**src/rtl/ahb_rr_arbiter.sv**
```systemverilog
// ahb_rr_arbiter: per-slave AHB arbiter with round-robin address-phase grant and data-phase tracking
//
// Ports:
//   HCLOCK       clock, all state updates on the rising edge
//   HRESET       synchronous active-high reset
//   REQ          per-master request (HTRANS != IDLE and address decodes here)
//   LOCK         per-master HLOCK
//   TRANS_G      HTRANS of the currently granted master
//   BURST_G      HBURST of the currently granted master
//   READY        HREADY from this slave; nothing changes while low
//   GRANT        one-hot address-phase grant, zero when nobody owns the bus
//   GRANT_IDX    index of the address-phase owner
//   GRANT_VALID  an address-phase owner exists
//   DATA_IDX     index of the data-phase owner
//   DATA_VALID   a data phase is in progress
//   LOCKED       the owner holds a locked sequence
//
// Build option: define AHB_ARB_FIXED_PRIORITY_EN to make the lowest requesting
// index win every arbitration instead of rotating from the last winner.
module ahb_rr_arbiter #(
  parameter int MASTERS  = 3,
  parameter int IDX_W    = 4,
  parameter int HOLD_MAX = 16
) (
  input  logic               HCLOCK,
  input  logic               HRESET,
  input  logic [MASTERS-1:0] REQ,
  input  logic [MASTERS-1:0] LOCK,
  input  logic [1:0]         TRANS_G,
  input  logic [2:0]         BURST_G,
  input  logic               READY,
  output logic [MASTERS-1:0] GRANT,
  output logic [IDX_W-1:0]   GRANT_IDX,
  output logic               GRANT_VALID,
  output logic [IDX_W-1:0]   DATA_IDX,
  output logic               DATA_VALID,
  output logic               LOCKED
);
  localparam int CW = $clog2(HOLD_MAX + 1);
  typedef enum logic [1:0] {IDLE, OWNED, LOCKED_OWN} state_e;
  state_e state_q, state_d;
  logic [MASTERS-1:0] grant_q, grant_d, pick;
  logic [IDX_W-1:0] gidx_q, gidx_d, didx_q, didx_d, ptr_q, ptr_d, win_idx;
  logic dvalid_q, dvalid_d;
  logic [CW-1:0] cnt_q, cnt_d;
  logic beat, own_lock, own_req, others, forced, hold;
  assign beat     = TRANS_G == 2'b10 || TRANS_G == 2'b11;
  assign own_lock = |(LOCK & grant_q);
  assign own_req  = |(REQ & grant_q);
  assign others   = |(REQ & ~grant_q);
  assign forced   = BURST_G == 3'b001 && int'(cnt_q) >= HOLD_MAX && !own_lock && others;
  // TRANS_G[0] is set for both SEQ and BUSY, the two burst-continuation codes
  assign hold = state_q == LOCKED_OWN ? (own_lock || TRANS_G != 2'b00)
                                      : state_q != IDLE && (own_lock || (own_req && TRANS_G[0] && !forced));
`ifdef AHB_ARB_FIXED_PRIORITY_EN
  assign pick = REQ;
`else
  logic [MASTERS-1:0] hi;
  // requesters above the last winner take precedence; wrap to the full set otherwise
  always_comb begin
    hi = '0;
    for (int i = 0; i < MASTERS; i++) hi[i] = REQ[i] && (IDX_W'(i) > ptr_q);
  end
  assign pick = (|hi) ? hi : REQ;
`endif
  always_comb begin
    win_idx = '0;
    for (int i = MASTERS - 1; i >= 0; i--) if (pick[i]) win_idx = IDX_W'(i);
  end
  always_comb begin
    state_d  = state_q;
    grant_d  = grant_q;
    gidx_d   = gidx_q;
    ptr_d    = ptr_q;
    didx_d   = didx_q;
    dvalid_d = dvalid_q;
    cnt_d    = cnt_q;
    if (READY) begin
      dvalid_d = state_q != IDLE && beat;
      didx_d   = dvalid_d ? gidx_q : didx_q;
      if (hold) begin
        state_d = (state_q == LOCKED_OWN || own_lock) ? LOCKED_OWN : OWNED;
      end else if (|REQ) begin
        state_d = OWNED;
        grant_d = MASTERS'(1) << win_idx;
        gidx_d  = win_idx;
        ptr_d   = win_idx;
      end else begin
        state_d = IDLE;
        grant_d = '0;
      end
      // a NONSEQ restarts the count and is itself the first beat
      cnt_d = grant_d != grant_q ? '0
            : TRANS_G == 2'b10 ? CW'(1)
            : (TRANS_G == 2'b11 && int'(cnt_q) < HOLD_MAX) ? cnt_q + CW'(1) : cnt_q;
    end
  end
  always_ff @(posedge HCLOCK) begin
    if (HRESET) begin
      state_q  <= IDLE;
      grant_q  <= '0;
      gidx_q   <= '0;
      ptr_q    <= IDX_W'(MASTERS - 1);
      didx_q   <= '0;
      dvalid_q <= 1'b0;
      cnt_q    <= '0;
    end else begin
      state_q  <= state_d;
      grant_q  <= grant_d;
      gidx_q   <= gidx_d;
      ptr_q    <= ptr_d;
      didx_q   <= didx_d;
      dvalid_q <= dvalid_d;
      cnt_q    <= cnt_d;
    end
  end
  assign GRANT       = grant_q;
  assign GRANT_IDX   = gidx_q;
  assign GRANT_VALID = state_q != IDLE;
  assign DATA_IDX    = didx_q;
  assign DATA_VALID  = dvalid_q;
  assign LOCKED      = state_q == LOCKED_OWN;
endmodule

```
**config.mk**
```make
export PLATFORM = sky130hd
export DESIGN_NAME = ahb_rr_arbiter
export DESIGN_NICKNAME = d
export VERILOG_FILES = /design/src/rtl/ahb_rr_arbiter.sv
export SDC_FILE = /design/constraint.sdc
export NUM_CORES = 1
export LEC_CHECK = 0
export ABC_AREA = 1
export CORE_ASPECT_RATIO = 0.8
export CORE_MARGIN = 2
export CORE_UTILIZATION = 51
export DETAILED_ROUTE_END_ITERATION = 16
export PLACE_DENSITY_LB_ADDON = 0.12
export SLEW_MARGIN = 15
export SYNTH_ARGS = -nofsm -noshare
export SYNTH_HDL_FRONTEND = slang
export SYNTH_SLANG_ARGS = --single-unit
```
**constraint.sdc**
```tcl
create_clock -name HCLOCK -period 3.48 [get_ports HCLOCK]
set_input_delay 0.696 -clock HCLOCK [delete_from_list [all_inputs] [get_ports HCLOCK]]
set_output_delay 0.696 -clock HCLOCK [all_outputs]
set_load 0.01 [all_outputs]
```
Word level (Yosys, flattened, before mapping)
Cells that the tools add are included.

storage, ports and cells
  output and inout bits = 14
  input port bits = 14
  register bits after elaboration = 23

cells by class
  mux-type cells = 14
  shifts and indexed selects = 1
  equality and inequality tests = 5
  reductions and logical operators = 28
  $lt $le $gt $ge = 5
  bitwise logic cells = 5
  $add $sub $neg = 1

operator list
  kind                                                                 number
  5-bit 2-to-1 mux                                                     3
  3-bit OR reduction                                                   5
  3-bit 2-to-1 mux                                                     4
  1-bit logical AND                                                    11
  3-bit bitwise AND                                                    3
  1-bit by 4-bit > comparator with 1-bit output, first input constant  2
  4-bit 2-to-1 mux                                                     2
  2-bit == test, second input constant                                 3
  2-bit 2-to-1 mux                                                     3
  5-bit by 1-bit adder with 5-bit output, second input constant        1
  5-bit greater-or-equal comparator, second input constant             1
  5-bit less-than comparator, second input constant                    1
  2-bit by 4-bit > comparator with 1-bit output, first input constant  1
  1-bit logical OR                                                     4
  2-bit AND reduction                                                  2
  2-bit nonzero test                                                   2
  1-bit by 4-bit left shift with 3-bit output, first input constant    1
  3-bit by 1-bit == test with 1-bit output, second input constant      1
  3-bit inequality test                                                1
  3-bit inverter                                                       1
  3-bit AND reduction                                                  1
  3-bit nonzero test                                                   1
  1-bit zero test                                                      2
  1-bit 2-to-1 mux                                                     2
  1-bit inverter                                                       1

Depth between registers and ports, before layout
Gate-level depths: netlist of the first run.

  word-level depth = 15
  depth in mapped cells = 16

Worst setup path before layout of the first run
No wires, ideal clock.

  kind = in2reg
  start point = input port REQ[1]
  end point = register cnt_q[4]
  path slack = 1.589 ns
  stages on the path = 14
  data required time = 3.367 ns
  arrival = 1.778 ns
  cell sequence = inv_1 -> nor2_1 -> o21ai_0 -> nand2_1 -> nand2_1 -> inv_1 -> nand4_1 -> nand2_1 -> nor2_2 -> nand3_4 -> nand2_4 -> nand2_1 -> nand2_1 -> nor2_1

on the way
  longest elaborated chain between the ends = 13

ends and longest elaborated chain
  what                                                                              line    RTL
  start: declaration                                                                27      input logic [MASTERS-1:0] REQ,
  1-bit logical AND or 3-bit bitwise AND (tied branches)                            62, 50
  3-bit OR reduction, on equally long branches                                      64, 50
  3-bit 2-to-1 mux or 1-bit logical AND (tied branches)                             64, 51
  2-bit 2-to-1 mux or 1-bit zero test (tied branches)                               68, 54
  4-bit 2-to-1 mux or 1-bit logical AND (tied branches)                             68, 54
  4-bit 2-to-1 mux or 1-bit logical OR (tied branches)                              68, 54
  1-bit by 4-bit left shift with 3-bit output or 1-bit logical AND (tied branches)  85, 54
  3-bit 2-to-1 mux or 1-bit 2-to-1 mux (tied branches)                              83, 53
  3-bit 2-to-1 mux *                                                                81      if (hold) begin
  3-bit 2-to-1 mux *                                                                78      if (READY) begin
  3-bit inequality test *                                                           93      cnt_d = grant_d != grant_q ? '0
  3-bit nonzero test (no source line)                                               --
  2-bit AND reduction (no source line)                                              --
  end signal: assignment                                                            114     cnt_q <= cnt_d;
  end: declaration                                                                  45      logic [CW-1:0] cnt_q, cnt_d;

Every way passes the cells marked *; elsewhere a longest branch is shown, timed or not. The select of a mux whose other input is x is not followed.
A chain may end at the register's enable or synchronous reset.

Final worst setup path of the first run
  start point = input port REQ[0]
  end point = register cnt_q[2]

The elaborated chain is that of the path after synthesis.

==> out/metrics.cfg, run 1 <==
[outcome]
status=completed

[logic_synthesis]
ys.flop_type=dfxtp_1
synth-seq-cells=16
synthTopCellsByArea=dfxtp_1, nand2_1, nor2_1
synth_area_leader_cell=dfxtp_1
syn_inst=175
synth-edff-count=0
ys.warnings.count=0
ys_seq_area_share_pct=29.7
synth_area_per_cell_um2=6.16
syn-cell-area_mm2=0.00108
async_flop_share_pct=0
ys_types=25
synth_top_area_share_pct=29.7

[layout]
drive_gt1_share_pct=8.63
fin_cells=221
layout_common_cells=nand2_1, nor2_1, inv_1, clkdlybuf4s50_1
antennaDiodeCount=0
nNetsFinal=213
layout_commonest_cell=nand2_1
nFillCells=184
final_core_util_pct=68.2
stdcell_area_mm2=0.00133
syn_to_final_growth_pct=23.0

[setup_path]
crit_type=in2reg
critPathArrivalTime_ns=2.63
critPathLaunchType=input pin
slowest_stage=clkdlybuf4s50_1
rr_startpoint=GRANT[2]
endpoint_kind=flop
cp.required_ns=3.71
reg2reg_to=cnt_q[2]
crit_chain=clkdlybuf4s50_1 > nand2_1 > nand3_1 > nand2_1 > nand2_1 > nand2_1 > nand2_2 > nand2_2 > o21ai_0 > nand2_2 > nand3_4 > nand2_4 > nand2_1 > nand2_1 > nor2_1
worst-path-max-fanout=11
regToRegSetupSlack_ns=1.51
cp-endpoint=cnt_q[2]
critPathMostFrequentCell=nand2_1
crit_start=REQ[0]
reg2reg_depth=15
slowest_delay_ns=0.55

[route]
ant_nets=0
drc=0
drt-total-wl_um=2530
via_per_inst=5.06
wl_per_cell_um=11.4
drt-initial-drc-count=43
first_pass_iters=4
vias=1118

[sta]
setup_slack_ns=1.07
fin_crit_sh_pct=69.2
hold_viol=0
fmax_mhz=415
tns_ns=0
fin_skew_ns=0.0218
min_period_ns=2.41
tightestPinTransition_ns=0.515
hold_ws_ns=0.475
rsz0062_at_grt=no
slew_viol_final=0
setup_violations=0
slew_headroom_pct=65.6

[pwr]
combPwrFrac_pct=29.3
intPower_uw=318
finalPower_uw=475
pwr-share-clk_pct=26.5
leakagePower_nw=0.617
max-vdd-ir-drop_mv=0.289
p_switching_uw=157
seqPwrFrac_pct=44.2
p_sw_share_pct=33.1
p_per_area_mw_per_mm2=358

[place]
place_area_mm2=0.00129
place.gp.congestion=0.872
dp_cells=217
hpwl_um=1980
numPortBuffers=23
place_ws_ns=0.783

[worst_hold_path]
min_delay_path_depth=2
hold_class=reg2reg

[clock_network]
postCtsSetupBuffers=0
cts_tree=done
ctsLongestPathBuffers=2
root_buffer=clkbuf_4
clock_sinks=16
htreeDepth=1
post_cts_resized=0
cts-hold-fix-buffers=0
cts.clk_slew.worst_paths_ns=0.08
cts_made_buffers=3
clk_latency_ns=0.31

[global_route]
grt_use_total_pct=22.2
antenna_found_initial=0
grt_pass1_wl_um=4290
grt_overflow=0
first_global_vias=995
grt_max_degree=15

[die]
initial_utilization_pct=55.5
core_area_mm2=0.00194
die_y_um=45.1
fp.dieW_um=55.4
top_level_ports=28
dieArea_mm2=0.00250
rows=14

[flow_run]
maxCapViolCount=0

-- state kept, by name, indices dropped and copies added (netlist names) --
signal,count
cnt_q,5
state_q,2
DATA_VALID,1
DATA_IDX,2
GRANT_IDX,2
GRANT,3
ptr_q,1
-- cells in the mapped netlist (2+ instances only) --
cell type,number
nand2_1,42
buf_4,5
nor3_1,2
a31oi_1,2
nand2_2,3
nand3_1,8
nand4_1,4
inv_1,23
o21ai_0,16
inv_2,3
nor2_2,2
nor2_1,27
dfxtp_1,16
a21oi_1,11
-- worst min-delay path by stage --
stage | end | startpoint
final | DATA_VALID | DATA_VALID
after global routing | DATA_VALID | DATA_VALID
after CTS | DATA_VALID | DATA_VALID
after detailed placement | DATA_VALID | DATA_VALID
after global placement | DATA_VALID | DATA_VALID
after floorplan | state_q[1] | state_q[1]
-- critical path: cells and delay by family --
| kind | cells | cell delay [ns] |
|---|---|---|
| buffers and inverters | 1 | 0.55 |
| AO/OA/AOI/OAI | 1 | 0.23 |
| AND/OR/NAND/NOR | 13 | 1.16 |
-- power by group through the flow --
stage	clock, mW	sequential [mW]	combinational, mW
3_3_place_gp	0	0.213	0.136
6_report	0.126	0.210	0.139
3_5_place_dp	0	0.214	0.138
5_1_grt	0.137	0.212	0.156
2_1_floorplan	0	0.213	0.0951
4_1_cts	0.129	0.210	0.139
-- cell type report --
cell class	instances	area (um2)	share of cell area, %
Clock buffer	4	36.3	2.74
Timing Repair Buffer	23	230	17.4
Inverter	26	97.6	7.36
Multi-Input combinational cell	128	612	46.1
Sequential cell	16	320	24.2
Tap cell	24	30.0	2.26
-- metal layers --
layer  up-vias  routed length [um]  GRT usage, %
li1        589                   -             -
met1       484                1220          28.7
met2        39                1090          35.5
met3         6                 167          5.73
met4         0                  53          10.2
met5         -                   0             0
-- logic make-up after synthesis --
| group | count (synthesis) | share of synthesized area, % |
|---|---|---|
| and+or+nand+nor | 91 | 37.5 |
| buffers and inverters | 34 | 14.6 |
| AOI/OAI and AO/OA | 32 | 16.7 |
| DFF | 16 | 29.7 |
| adders and majority gates | 1 | 1.16 |
| other | 1 | 0.348 |
No activity file was read; power rests on OpenSTA's default activity.
==> run 2, diff against run 1 <==
Settings changed: CORE_UTILIZATION 51 to 43.
Clock period 3.48 ns to 2 ns, I/O delays scaled along.
==> out/metrics.cfg, run 2 (synthesis gave the netlist of run 1 again) <==
[clock_network]
cts.clk_slew.worst_paths_ns=0.09  ; was 0.08 ns
root_buffer=clkbuf_4  ; unchanged
clk_latency_ns=0.30  ; was 0.31 ns
cts_made_buffers=3  ; unchanged
cts_tree=done  ; unchanged
htreeDepth=1  ; unchanged
ctsLongestPathBuffers=2  ; unchanged
clock_sinks=16  ; unchanged

[route]
vias=1199  ; was 1118
ant_nets=0  ; unchanged
via_per_inst=4.89  ; was 5.06
drt-initial-drc-count=54  ; was 43
wl_per_cell_um=11.2  ; was 11.4 um
drt-total-wl_um=2750  ; was 2530 um
first_pass_iters=4  ; unchanged
drc=0  ; unchanged

[setup_path]
endpoint_kind=primary output  ; was flop
cp.required_ns=1.60  ; was 3.71 ns
slowest_stage=clkdlybuf4s50_1  ; unchanged
critPathArrivalTime_ns=1.48  ; was 2.63 ns
rr_startpoint=GRANT[1]  ; was GRANT[2]
crit_chain=nor2_2 > clkdlybuf4s50_1  ; was clkdlybuf4s50_1 > nand2_1 > nand3_1 > nand2_1 > nand2_1 > nand2_1 > nand2_2 > nand2_2 > o21ai_0 > nand2_2 > nand3_4 > nand2_4 > nand2_1 > nand2_1 > nor2_1
path_delay_family=buffers and inverters  ; was simple AND/OR/NAND/NOR gates
slowest_delay_ns=0.58  ; was 0.55 ns
worst-path-max-fanout=4  ; was 11
reg2reg_to=cnt_q[1]  ; was cnt_q[2]
reg2reg_depth=15  ; unchanged
regToRegSetupSlack_ns=0.18  ; was 1.51 ns
critPathLaunchType=flop  ; was input pin
crit_type=reg2out  ; was in2reg
path_buf_inv=1  ; unchanged

[sta]
rsz0062_at_grt=yes  ; was no
fmax_mhz=532
setup_slack_ns=0.120  ; was 1.07 ns
setup_violations=0  ; unchanged
fin_skew_ns=0.0110  ; was 0.0218 ns
tns_ns=0  ; unchanged
hold_viol=0  ; unchanged
hold_ws_ns=0.485  ; was 0.475 ns
min_period_ns=1.88
fin_crit_sh_pct=94.0
slew_viol_final=0  ; unchanged

[outcome]
status=completed  ; unchanged

[global_route]
grt_use_total_pct=20.4  ; was 22.2%
grt_max_degree=14  ; was 15
antenna_found_initial=0  ; unchanged
grt_pass1_wl_um=4630  ; was 4290 um
first_global_vias=1081  ; was 995
grt_overflow=0  ; unchanged

[die]
core_area_mm2=0.00242  ; was 0.00194 mm2
die_y_um=48.8  ; was 45.1 um
dieArea_mm2=0.00293  ; was 0.00250 mm2
rows=16  ; was 14
initial_utilization_pct=44.5  ; was 55.5%
fp.dieW_um=60.0  ; was 55.4 um
top_level_ports=28  ; unchanged

[layout]
antennaDiodeCount=0  ; unchanged
layout_commonest_cell=nand2_1  ; unchanged
top_register=cnt_q  ; unchanged
layout_common_cells=nand2_1, nor2_1, inv_1, clkdlybuf4s50_1, dfxtp_1  ; was nand2_1, nor2_1, inv_1, clkdlybuf4s50_1
nNetsFinal=225  ; was 213
drive_gt1_share_pct=17.7  ; was 8.63%
largest_register_ffs=5  ; unchanged
syn_to_final_growth_pct=36.2  ; was 23.0%

[pwr]
leakagePower_nw=0.707  ; was 0.617 nW
p_switching_uw=293  ; was 157 uW
intPower_uw=583  ; was 318 uW
pwr-share-clk_pct=25.3  ; was 26.5%
finalPower_uw=876  ; was 475 uW
seqPwrFrac_pct=41.9  ; was 44.2%
max-vdd-ir-drop_mv=0.289  ; about the same
p_sw_share_pct=33.4  ; was 33.1%
p_per_area_mw_per_mm2=596  ; was 358 mW/mm2
combPwrFrac_pct=32.9  ; was 29.3%

[worst_hold_path]
min_delay_path_depth=2  ; unchanged
hold_end=state_q[1]  ; was DATA_VALID
hold_class=reg2reg  ; unchanged
hold_start=state_q[1]  ; was DATA_VALID

[place]
hpwl_um=2100  ; was 1980 um
place_ws_ns=-0.276  ; was 0.783 ns
place.gp.congestion=0.834  ; was 0.872
numPortBuffers=23  ; unchanged

[flow_run]
maxCapViolCount=0  ; unchanged

## run 2: power by group through the flow
stage	sequential [mW]	clock, mW	combinational, mW
6_report	0.367	0.221	0.288
5_1_grt	0.371	0.242	0.321
4_1_cts	0.366	0.228	0.268
3_5_place_dp	0.373	0	0.267
3_3_place_gp	0.371	0	0.260
2_1_floorplan	0.370	0	0.166
## run 2: worst register-to-register path, cell delays in order (launching register included)
cell     delay, ns
dfxtp_1       0.48
inv_2         0.08
nand2_1       0.07
nand3_1       0.07
nand2_1       0.06
nand2_1       0.05
nand2_1       0.07
nand2_2       0.08
nand4_1       0.08
nand2_1       0.09
nor2_4        0.18
buf_4         0.13
nand3_1       0.06
nand3_1       0.09
nand2_1       0.05
nor2_1        0.09
## run 2: worst max path at each step
stage,start,to,slack [ns],cells after the start
6_report,state_q[0],LOCKED,0.12,2
5_1_grt,BURST_G[2],GRANT_IDX[0],0.003,16
4_1_cts,REQ[2],cnt_q[2],0.02,15
3_5_place_dp,REQ[2],cnt_q[3],-0.28,15
3_3_place_gp,REQ[2],cnt_q[3],-0.20,16
2_1_floorplan,GRANT[0],cnt_q[4],0.40,15
## run 2: timing repair
action                                  4_1_cts  5_1_grt
resized for setup                             0       15
setup buffers                                 0        1
endpoints found under the setup margin        0        9
hold buffers                                  0        0
hold endpoints to repair                      0        0
## run 2: through the flow
stage	cells	instance area (um2)	utilization, %
after floorplan	178	1090	-
after global routing	245	1470	60.6
after CTS	244	1420	58.8
after detailed placement	240	1390	57.3
after global placement	240	1390	57.3
final	245	1470	60.6
## run 2: layer usage
layer	vias to the layer above	global-route usage [%]	wire (um)
met5	-	0	0
met4	0	3.33	15
met3	2	5.84	171
met2	36	31.2	1220
met1	543	29.0	1340
li1	618	-	-
## run 2: cell type report
class	instances	area, um2
multi-input combinational	128	642
timing repair buffer	35	328
inverter	26	97.6
fill	232	953
clock buffer	4	36.3
tap	36	45.0
sequential	16	320
==> run 3, diff against run 2 <==
Settings changed: PLACE_DENSITY from default to 0.82, PLACE_DENSITY_LB_ADDON 0.12 to default.
==> out/metrics.cfg, run 3 (synthesis gave the netlist of run 1 again) <==
[setup_path]
critPathArrivalTime_ns=1.47  ; was 1.48 ns
endpoint_kind=primary output  ; unchanged
worst-path-max-fanout=3  ; was 4
crit_type=reg2out  ; unchanged
critPathLaunchType=flop  ; unchanged
slowest_delay_ns=0.58  ; about the same
slowest_stage=clkdlybuf4s50_1  ; unchanged
cp.required_ns=1.60  ; about the same
crit_chain=inv_1 > nor2_2 > clkdlybuf4s50_1  ; was nor2_2 > clkdlybuf4s50_1

[route]
via_per_inst=4.86  ; was 4.89
drt-initial-drc-count=38  ; was 54
drc=0  ; unchanged
first_pass_iters=4  ; unchanged
wl_per_cell_um=10.4  ; was 11.2 um
drt-total-wl_um=2530  ; was 2750 um
vias=1185  ; was 1199
ant_nets=0  ; unchanged

[sta]
min_period_ns=1.87  ; was 1.88 ns
slew_viol_final=0  ; unchanged
hold_viol=0  ; unchanged
fin_crit_sh_pct=93.7  ; was 94.0%
fin_skew_ns=0.00630  ; was 0.0110 ns
fmax_mhz=533  ; was 532 MHz
setup_violations=0  ; unchanged

[global_route]
antenna_found_initial=0  ; unchanged
grt_overflow=0  ; unchanged
first_global_vias=941  ; was 1081
grt_use_total_pct=17.4  ; was 20.4%
grt_pass1_wl_um=3940  ; was 4630 um
grt_max_degree=14  ; unchanged

[pwr]
p_per_area_mw_per_mm2=590  ; was 596 mW/mm2
max-vdd-ir-drop_mv=0.530  ; was 0.289 mV
leakagePower_nw=0.702  ; was 0.707 nW

[layout]
antennaDiodeCount=0  ; unchanged
layout_common_cells=nand2_1, nor2_1, inv_1, clkdlybuf4s50_1, dfxtp_1  ; unchanged
layout_commonest_cell=nand2_1  ; unchanged
top_register=cnt_q  ; unchanged
fin_cells=244  ; was 245
largest_register_ffs=5  ; unchanged
drive_gt1_share_pct=14.9  ; was 17.7%
stdcell_area_mm2=0.00145  ; was 0.00147 mm2
nNetsFinal=224  ; was 225
syn_to_final_growth_pct=34.5  ; was 36.2%

[clock_network]
cts_made_buffers=3  ; unchanged
htreeDepth=1  ; unchanged
clk_latency_ns=0.29  ; was 0.30 ns
cts_tree=done  ; unchanged
cts-hold-fix-buffers=0  ; unchanged
postCtsSetupBuffers=0  ; unchanged
ctsLongestPathBuffers=2  ; unchanged
root_buffer=clkbuf_4  ; unchanged
clock_sinks=16  ; unchanged
cts.clk_slew.worst_paths_ns=0.09  ; about the same

[die]
top_level_ports=28  ; unchanged
die_y_um=48.8  ; unchanged
initial_utilization_pct=44.5  ; unchanged
rows=16  ; unchanged
fp.dieW_um=60.0  ; unchanged
dieArea_mm2=0.00293  ; unchanged
core_area_mm2=0.00242  ; unchanged

[outcome]
status=completed  ; unchanged

[place]
place_area_mm2=0.00139  ; unchanged
dp_cells=240  ; unchanged
hpwl_um=1920  ; was 2100 um
place.gp.congestion=0.871  ; was 0.834
numPortBuffers=23  ; unchanged

[flow_run]
maxCapViolCount=0  ; unchanged

[worst_hold_path]
hold_class=reg2reg  ; unchanged

==> run 3: changes by cell type in the layout (fill, tap and decap cells not counted), sizes merged <==
cell / delta
buf: -1
==> run 3: layer usage <==
| metal | global-route usage [%] | vias to the layer above | part of all wire (%) |
|---|---|---|---|
| li1 | - | 612 | - |
| met1 | 22.9 | 531 | 47 |
| met2 | 27.7 | 40 | 46 |
| met3 | 5.04 | 2 | 6.8 |
| met4 | 4.44 | 0 | 0.67 |
| met5 | 0 | - | 0 |
==> run 3: report_power, final <==
part / leakage, nW / switching (mW) / internal (mW)
Combinational: 0.549 / 0.149 / 0.122
Sequential: 0.132 / 0.0246 / 0.342
Clock: 0.0210 / 0.107 / 0.111
==> run 3: final timing paths <==
kind              start          to  slack [ns]  depth (start not counted)
max          state_q[1]      LOCKED        0.13                          3
min          DATA_VALID  DATA_VALID        0.48                          2
max reg2reg    GRANT[0]    cnt_q[4]        0.26                         15
min reg2reg  DATA_VALID  DATA_VALID        0.48                          2
==> run 3: critical path, delay by kind of cell (launching register included) <==
kind	cells	cell delay, ns
simple gates	1	0.18
buf+inv	2	0.64
flops	1	0.37
==> run 3: layout make-up <==
| class | instances | area (um2) |
|---|---|---|
| timing repair buffer | 34 | 320 |
| inverter | 26 | 97.6 |
| clock buffer | 4 | 36.3 |
| multi-input combinational | 128 | 631 |
| tap | 36 | 45.0 |
| fill | 232 | 972 |
| sequential | 16 | 320 |
==> run 3: what timing repair did <==
item / CTS / global route
resized for setup: 0 / 9
endpoints found under the setup margin: 0 / 9
hold endpoints to repair: 0 / 0
==> run 3: metrics by stage <==
stage | worst slack [ns] | power [mW] | TNS (ns) | utilization [%] | hold WS (ns)
final | 0.125 | 0.855 | 0 | 59.9 | 0.483
after global routing | -0.00806 | 0.913 | -0.00878 | 59.9 | 0.505
after CTS | 0.0350 | 0.852 | 0 | 58.8 | 0.484
after detailed placement | -0.264 | 0.634 | -1.88 | 57.3 | 0.463
after global placement | -0.195 | 0.630 | -1.48 | 57.3 | 0.461
after floorplan | 0.397 | 0.536 | 0 | - | 0.452
